==> config.mk <==
export PLATFORM = sky130hd
export DESIGN_NAME = ram_stream_reader
export DESIGN_NICKNAME = d
export VERILOG_FILES = /design/src/rtl/ram_stream_reader_pkg.sv /design/src/rtl/ram_stream_reader.sv
export SDC_FILE = /design/constraint.sdc
export NUM_CORES = 1
export LEC_CHECK = 0
export BUFFER_PORTS_ARGS = -buffer_cell sky130_fd_sc_hd__buf_2
export CAP_MARGIN = 20
export CORE_MARGIN = 2
export CORE_UTILIZATION = 52
export DETAILED_ROUTE_END_ITERATION = 12
export HOLD_SLACK_MARGIN = 0.08
export PLACE_DENSITY = 0.82
export SYNTH_ARGS = -nofsm -noshare
export SYNTH_HDL_FRONTEND = slang
export SYNTH_SLANG_ARGS = --single-unit
==> constraint.sdc <==
create_clock -name clk -period 3.1 [get_ports clk]
set_input_delay 0.465 -clock clk [delete_from_list [all_inputs] [get_ports clk]]
set_output_delay 0.465 -clock clk [all_outputs]
set_load 0.005 [all_outputs]
==> src/rtl/ram_stream_reader_pkg.sv <==
// Shared definitions for the RAM stream reader: FSM state encoding and default geometry.
package ram_stream_reader_pkg;

    typedef enum logic [1:0] {
        ST_IDLE  = 2'd0,
        ST_FETCH = 2'd1,
        ST_SEND  = 2'd2,
        ST_DONE  = 2'd3
    } state_t;

    localparam int DEF_ADDR_W = 2;
    localparam int DEF_DATA_W = 8;
    localparam int DEF_DEPTH  = 4;

endpackage

==> src/rtl/ram_stream_reader.sv <==
// Walks a window of RAM addresses and streams each word out on a valid/ready interface.
//
//  state | meaning
//  IDLE  | waiting for start; done low
//  FETCH | RAM presents word at ram_addr; captured into out_data at the edge
//  SEND  | out_data valid, held stable until the consumer accepts
//  DONE  | one-cycle done pulse, busy drops
module ram_stream_reader
    import ram_stream_reader_pkg::*;
#(
    parameter int ADDR_W = DEF_ADDR_W,
    parameter int DATA_W = DEF_DATA_W,
    parameter int DEPTH  = DEF_DEPTH
) (
    input  logic              clk,
    input  logic              rst,
    input  logic              start,
    input  logic [ADDR_W-1:0] start_addr,
    input  logic [ADDR_W:0]   len,
    output logic [ADDR_W-1:0] ram_addr,
    input  logic [DATA_W-1:0] ram_rd_data,
    output logic [DATA_W-1:0] out_data,
    output logic              out_valid,
    input  logic              out_ready,
    output logic              busy,
    output logic              done
);

    localparam logic [ADDR_W:0]   DEPTH_L   = (ADDR_W+1)'(DEPTH);
    localparam logic [ADDR_W:0]   ONE_L     = (ADDR_W+1)'(1);
    localparam logic [ADDR_W-1:0] LAST_ADDR = ADDR_W'(DEPTH - 1);

    state_t          state;
    logic [ADDR_W:0] remaining;
    logic [ADDR_W:0] eff_len;

    // A zero length means a full sweep; anything past the RAM size is clamped to it.
    always_comb begin
        eff_len = len;
        if (len == '0 || len > DEPTH_L) begin
            eff_len = DEPTH_L;
        end
    end

    always_ff @(posedge clk) begin
        if (rst) begin
            state     <= ST_IDLE;
            ram_addr  <= '0;
            out_data  <= '0;
            out_valid <= 1'b0;
            busy      <= 1'b0;
            done      <= 1'b0;
            remaining <= '0;
        end else begin
            case (state)
                ST_IDLE: begin
                    done <= 1'b0;
                    if (start) begin
                        ram_addr  <= start_addr;
                        remaining <= eff_len;
                        busy      <= 1'b1;
                        state     <= ST_FETCH;
                    end
                end
                ST_FETCH: begin
                    out_data  <= ram_rd_data;
                    out_valid <= 1'b1;
                    state     <= ST_SEND;
                end
                ST_SEND: begin
                    if (out_valid && out_ready) begin
                        out_valid <= 1'b0;
                        if (remaining == ONE_L) begin
                            done  <= 1'b1;
                            state <= ST_DONE;
                        end else begin
                            ram_addr  <= (ram_addr == LAST_ADDR) ? '0 : ram_addr + 1'b1;
                            remaining <= remaining - 1'b1;
                            state     <= ST_FETCH;
                        end
                    end
                end
                ST_DONE: begin
                    done  <= 1'b0;
                    busy  <= 1'b0;
                    state <= ST_IDLE;
                end
                default: state <= ST_IDLE;
            endcase
        end
    end

endmodule
==> flow_metrics.env <==
export IMPL_cts_tree="built"
export IMPL_final_area_mm2=0.001107
export IMPL_synth_cells=97
export IMPL_path_max_fanout=9
export IMPL_core_mm2=0.001708
export IMPL_cp_slowest_cell="nor4b_4"
export IMPL_drive_gt1_frac=0.2937
export IMPL_synthDistinctLibCells=24
export IMPL_cp_cell_sequence="inv_1 > ha_1 > a21boi_4 > nor4b_4 > nor2_1 > a211oi_1"
export IMPL_dr_first_iter_drc_count=9
export IMPL_crit_arrival_ns=2.15
export IMPL_path_buf_inv=1
export IMPL_synthArstFlopShare=0
export IMPL_ys_ff_latch=18
export IMPL_cts_root_buf="clkbuf_4"
export IMPL_grt_pass1_vias=730
export IMPL_place_ws_ns=1.181
export IMPL_io_buffers=29
export IMPL_cp_top_family="simple AND/OR/NAND/NOR gates"
export IMPL_clock_skew_ns=0.004137
export IMPL_antenna_found_initial=0
export IMPL_dp_hpwl_mm=1.337
export IMPL_max_stage_delay_ns=0.54
export IMPL_synth_ff_type="dfxtp_1"
export IMPL_synth_avg_cell_area_um2=9.571
export IMPL_setup_viol=0
export IMPL_ys_seq_area_frac=0.3881
export IMPL_numCtsBuffers=3
export IMPL_fillers=147
export IMPL_status="completed"
export IMPL_hp_class="input pin to flip-flop"
export IMPL_drc=0
export IMPL_gp_congestion=0.7217
export IMPL_die_h_um=46.26
export IMPL_clockBufferDepth=2
export IMPL_rsz0062_at_grt="false"
export IMPL_rows=15
export IMPL_critPathLaunchType="flip-flop"
export IMPL_placed_area_mm2=0.001071
export IMPL_drv_cap=0
export IMPL_yosysWarnings=0
export IMPL_fin_hold_ws_ns=0.4184
export IMPL_yosysTopAreaCell="dfxtp_1"
export IMPL_crit_required_ns=3.30
export IMPL_clock_sinks=18
export IMPL_powerDensity_mw_per_mm2=848.9
export IMPL_initial_core_util=0.5436
export IMPL_hold_viol_final=0
export IMPL_drt_wl_total_mm=1.723
export IMPL_ctsResizeCount=0
export IMPL_period_needed_ns=1.948
export IMPL_post_cts_buffers=0
export IMPL_fin_crit_sh=0.6282
export IMPL_tns_ns=0
export IMPL_wire_per_inst_um=11.41
export IMPL_via_count=746
export IMPL_ctsHoldBuffers=0
export IMPL_cp_end_kind="flip-flop"
export IMPL_clock_latency_ns=0.28
export IMPL_crit_type="flip-flop to flip-flop"
export IMPL_num_nets_final=153
export IMPL_leakage_nw=0.5232
export IMPL_areaGrowthSynthToFinish_pct=19.27
export IMPL_diodes=0
export IMPL_grt_first_pass_wirelength_mm=2.711
export IMPL_synthTopCellsByArea="dfxtp_1, mux2i_1, ha_1"
export IMPL_slew_viol_final=0
export IMPL_viasPerCell=4.940
export IMPL_detail_route_first_pass_iterations=4
export IMPL_peakVddDrop_mv=0.4557
export IMPL_worst_pin_slew_ns=0.5209
export IMPL_synth_nets=123
export IMPL_synth_edf_count=0
export IMPL_netlist_area_leader_share=0.3881
export IMPL_htreeDepth=1
export IMPL_die_area_mm2=0.002140
export IMPL_grt_usage=0.1744
export IMPL_ant_nets=0
export IMPL_pin_count=30
export IMPL_fmax_mhz=513.5
export IMPL_setup_ws_ns=1.152
export IMPL_grt_overflow_total=0
export IMPL_clkTransAtPathRegs_ns=0.10
export IMPL_netlist_area_um2=928.4
export IMPL_slew_headroom=0.6513
export IMPL_grt_max_degree=19
export IMPL_die_w_um=46.26
## where the power goes
group,internal (mW),leakage (nW),switching [mW],total [mW]
registers,0.304,0.148,0.0559,0.360
clock network,0.0714,0.0210,0.0703,0.142
logic,0.211,0.354,0.227,0.439
total,0.586,0.523,0.353,0.940
## state kept, by name, indices dropped and copies added, names as in the netlist
name,cells
out_data,8
remaining,3
ram_addr,2
state,2
busy,1
done,1
out_valid,1
## layout by cell type (no fill, tap or decap)
master    instances
buf_2            29
nor2_1           22
dfxtp_1          18
mux2i_1          12
ha_1              9
inv_1             6
a211oi_1          5
o21ai_0           3
a21oi_1           3
clkbuf_4          3
nor3_1            2
nand2_1           2
or2_2             1
a21boi_4          1
and2b_1           1
nand3b_1          1
nor4b_4           1
nor2b_1           1
a22oi_1           1
and2b_2           1
a21boi_0          1
a311oi_1          1
xnor2_1           1
clkbuf_8          1
## path summary, 6_finish.rpt
| check | slack (ns) | to | cells after the start | from |
|---|---|---|---|---|
| worst min register to register | 0.50 | out_data[2]$_SDFFE_PP0P_ | 2 | out_data[2]$_SDFFE_PP0P_ |
| worst max register to register | 1.15 | remaining[1]$_SDFFE_PP0P_ | 6 | state[0]$_SDFFE_PP0P_ |
| worst min-delay path | 0.42 | out_data[6]$_SDFFE_PP0P_ | 3 | ram_rd_data[6] |
| worst max-delay path | 1.15 | remaining[1]$_SDFFE_PP0P_ | 6 | state[0]$_SDFFE_PP0P_ |
## routing by layer
layer / GRT usage / part of all wire
met4: 0.07429 / 0.0070
met1: 0.1885 / 0.45
met3: 0.03529 / 0.033
met2: 0.3222 / 0.51
met5: 0 / 0
## cell type report
cell class | count | area, um2 | share of cell area
Multi-Input combinational cell | 69 | 511.7 | 0.4621
Sequential cell | 18 | 360.3 | 0.3254
Timing Repair Buffer | 29 | 145.1 | 0.1311
Clock buffer | 4 | 36.28 | 0.03277
Tap cell | 25 | 31.28 | 0.02825
Inverter | 6 | 22.52 | 0.02034
## synth_stat cells (2+ instances only)
cell,n
nor2_1,22
dfxtp_1,18
mux2i_1,12
ha_1,9
inv_1,6
a211oi_1,5
a21oi_1,3
o21ai_0,3
buf_6,2
nand2_1,2
nor3_1,2
## logic make-up (layout without fill, tap and decap cells)
logic type | Yosys count | after routing | share of synthesized area
xor+xnor | 1 | 1 | 0.009436
buf+inv | 10 | 39 | 0.06064
fa+ha+maj | 9 | 9 | 0.1213
compound gates | 15 | 15 | 0.1186
mux | 12 | 12 | 0.1294
flops | 18 | 18 | 0.3881
simple gates | 32 | 32 | 0.1725
## worst reg2reg max path: stages (launching register included)
cell,delay (ns)
dfxtp_1,0.42
inv_1,0.11
ha_1,0.28
a21boi_4,0.19
nor4b_4,0.54
nor2_1,0.10
a211oi_1,0.24
## per-stage QoR
step / power, mW / util / instances
floorplan: 0.6969 / - / 97
global placement: 0.7836 / 0.6271 / 147
detailed placement: 0.8040 / 0.6271 / 147
CTS: 0.9483 / 0.6484 / 151
global route: 1.013 / 0.6484 / 151
finish: 0.9399 / 0.6484 / 151
(Power assumes the default switching activity.)
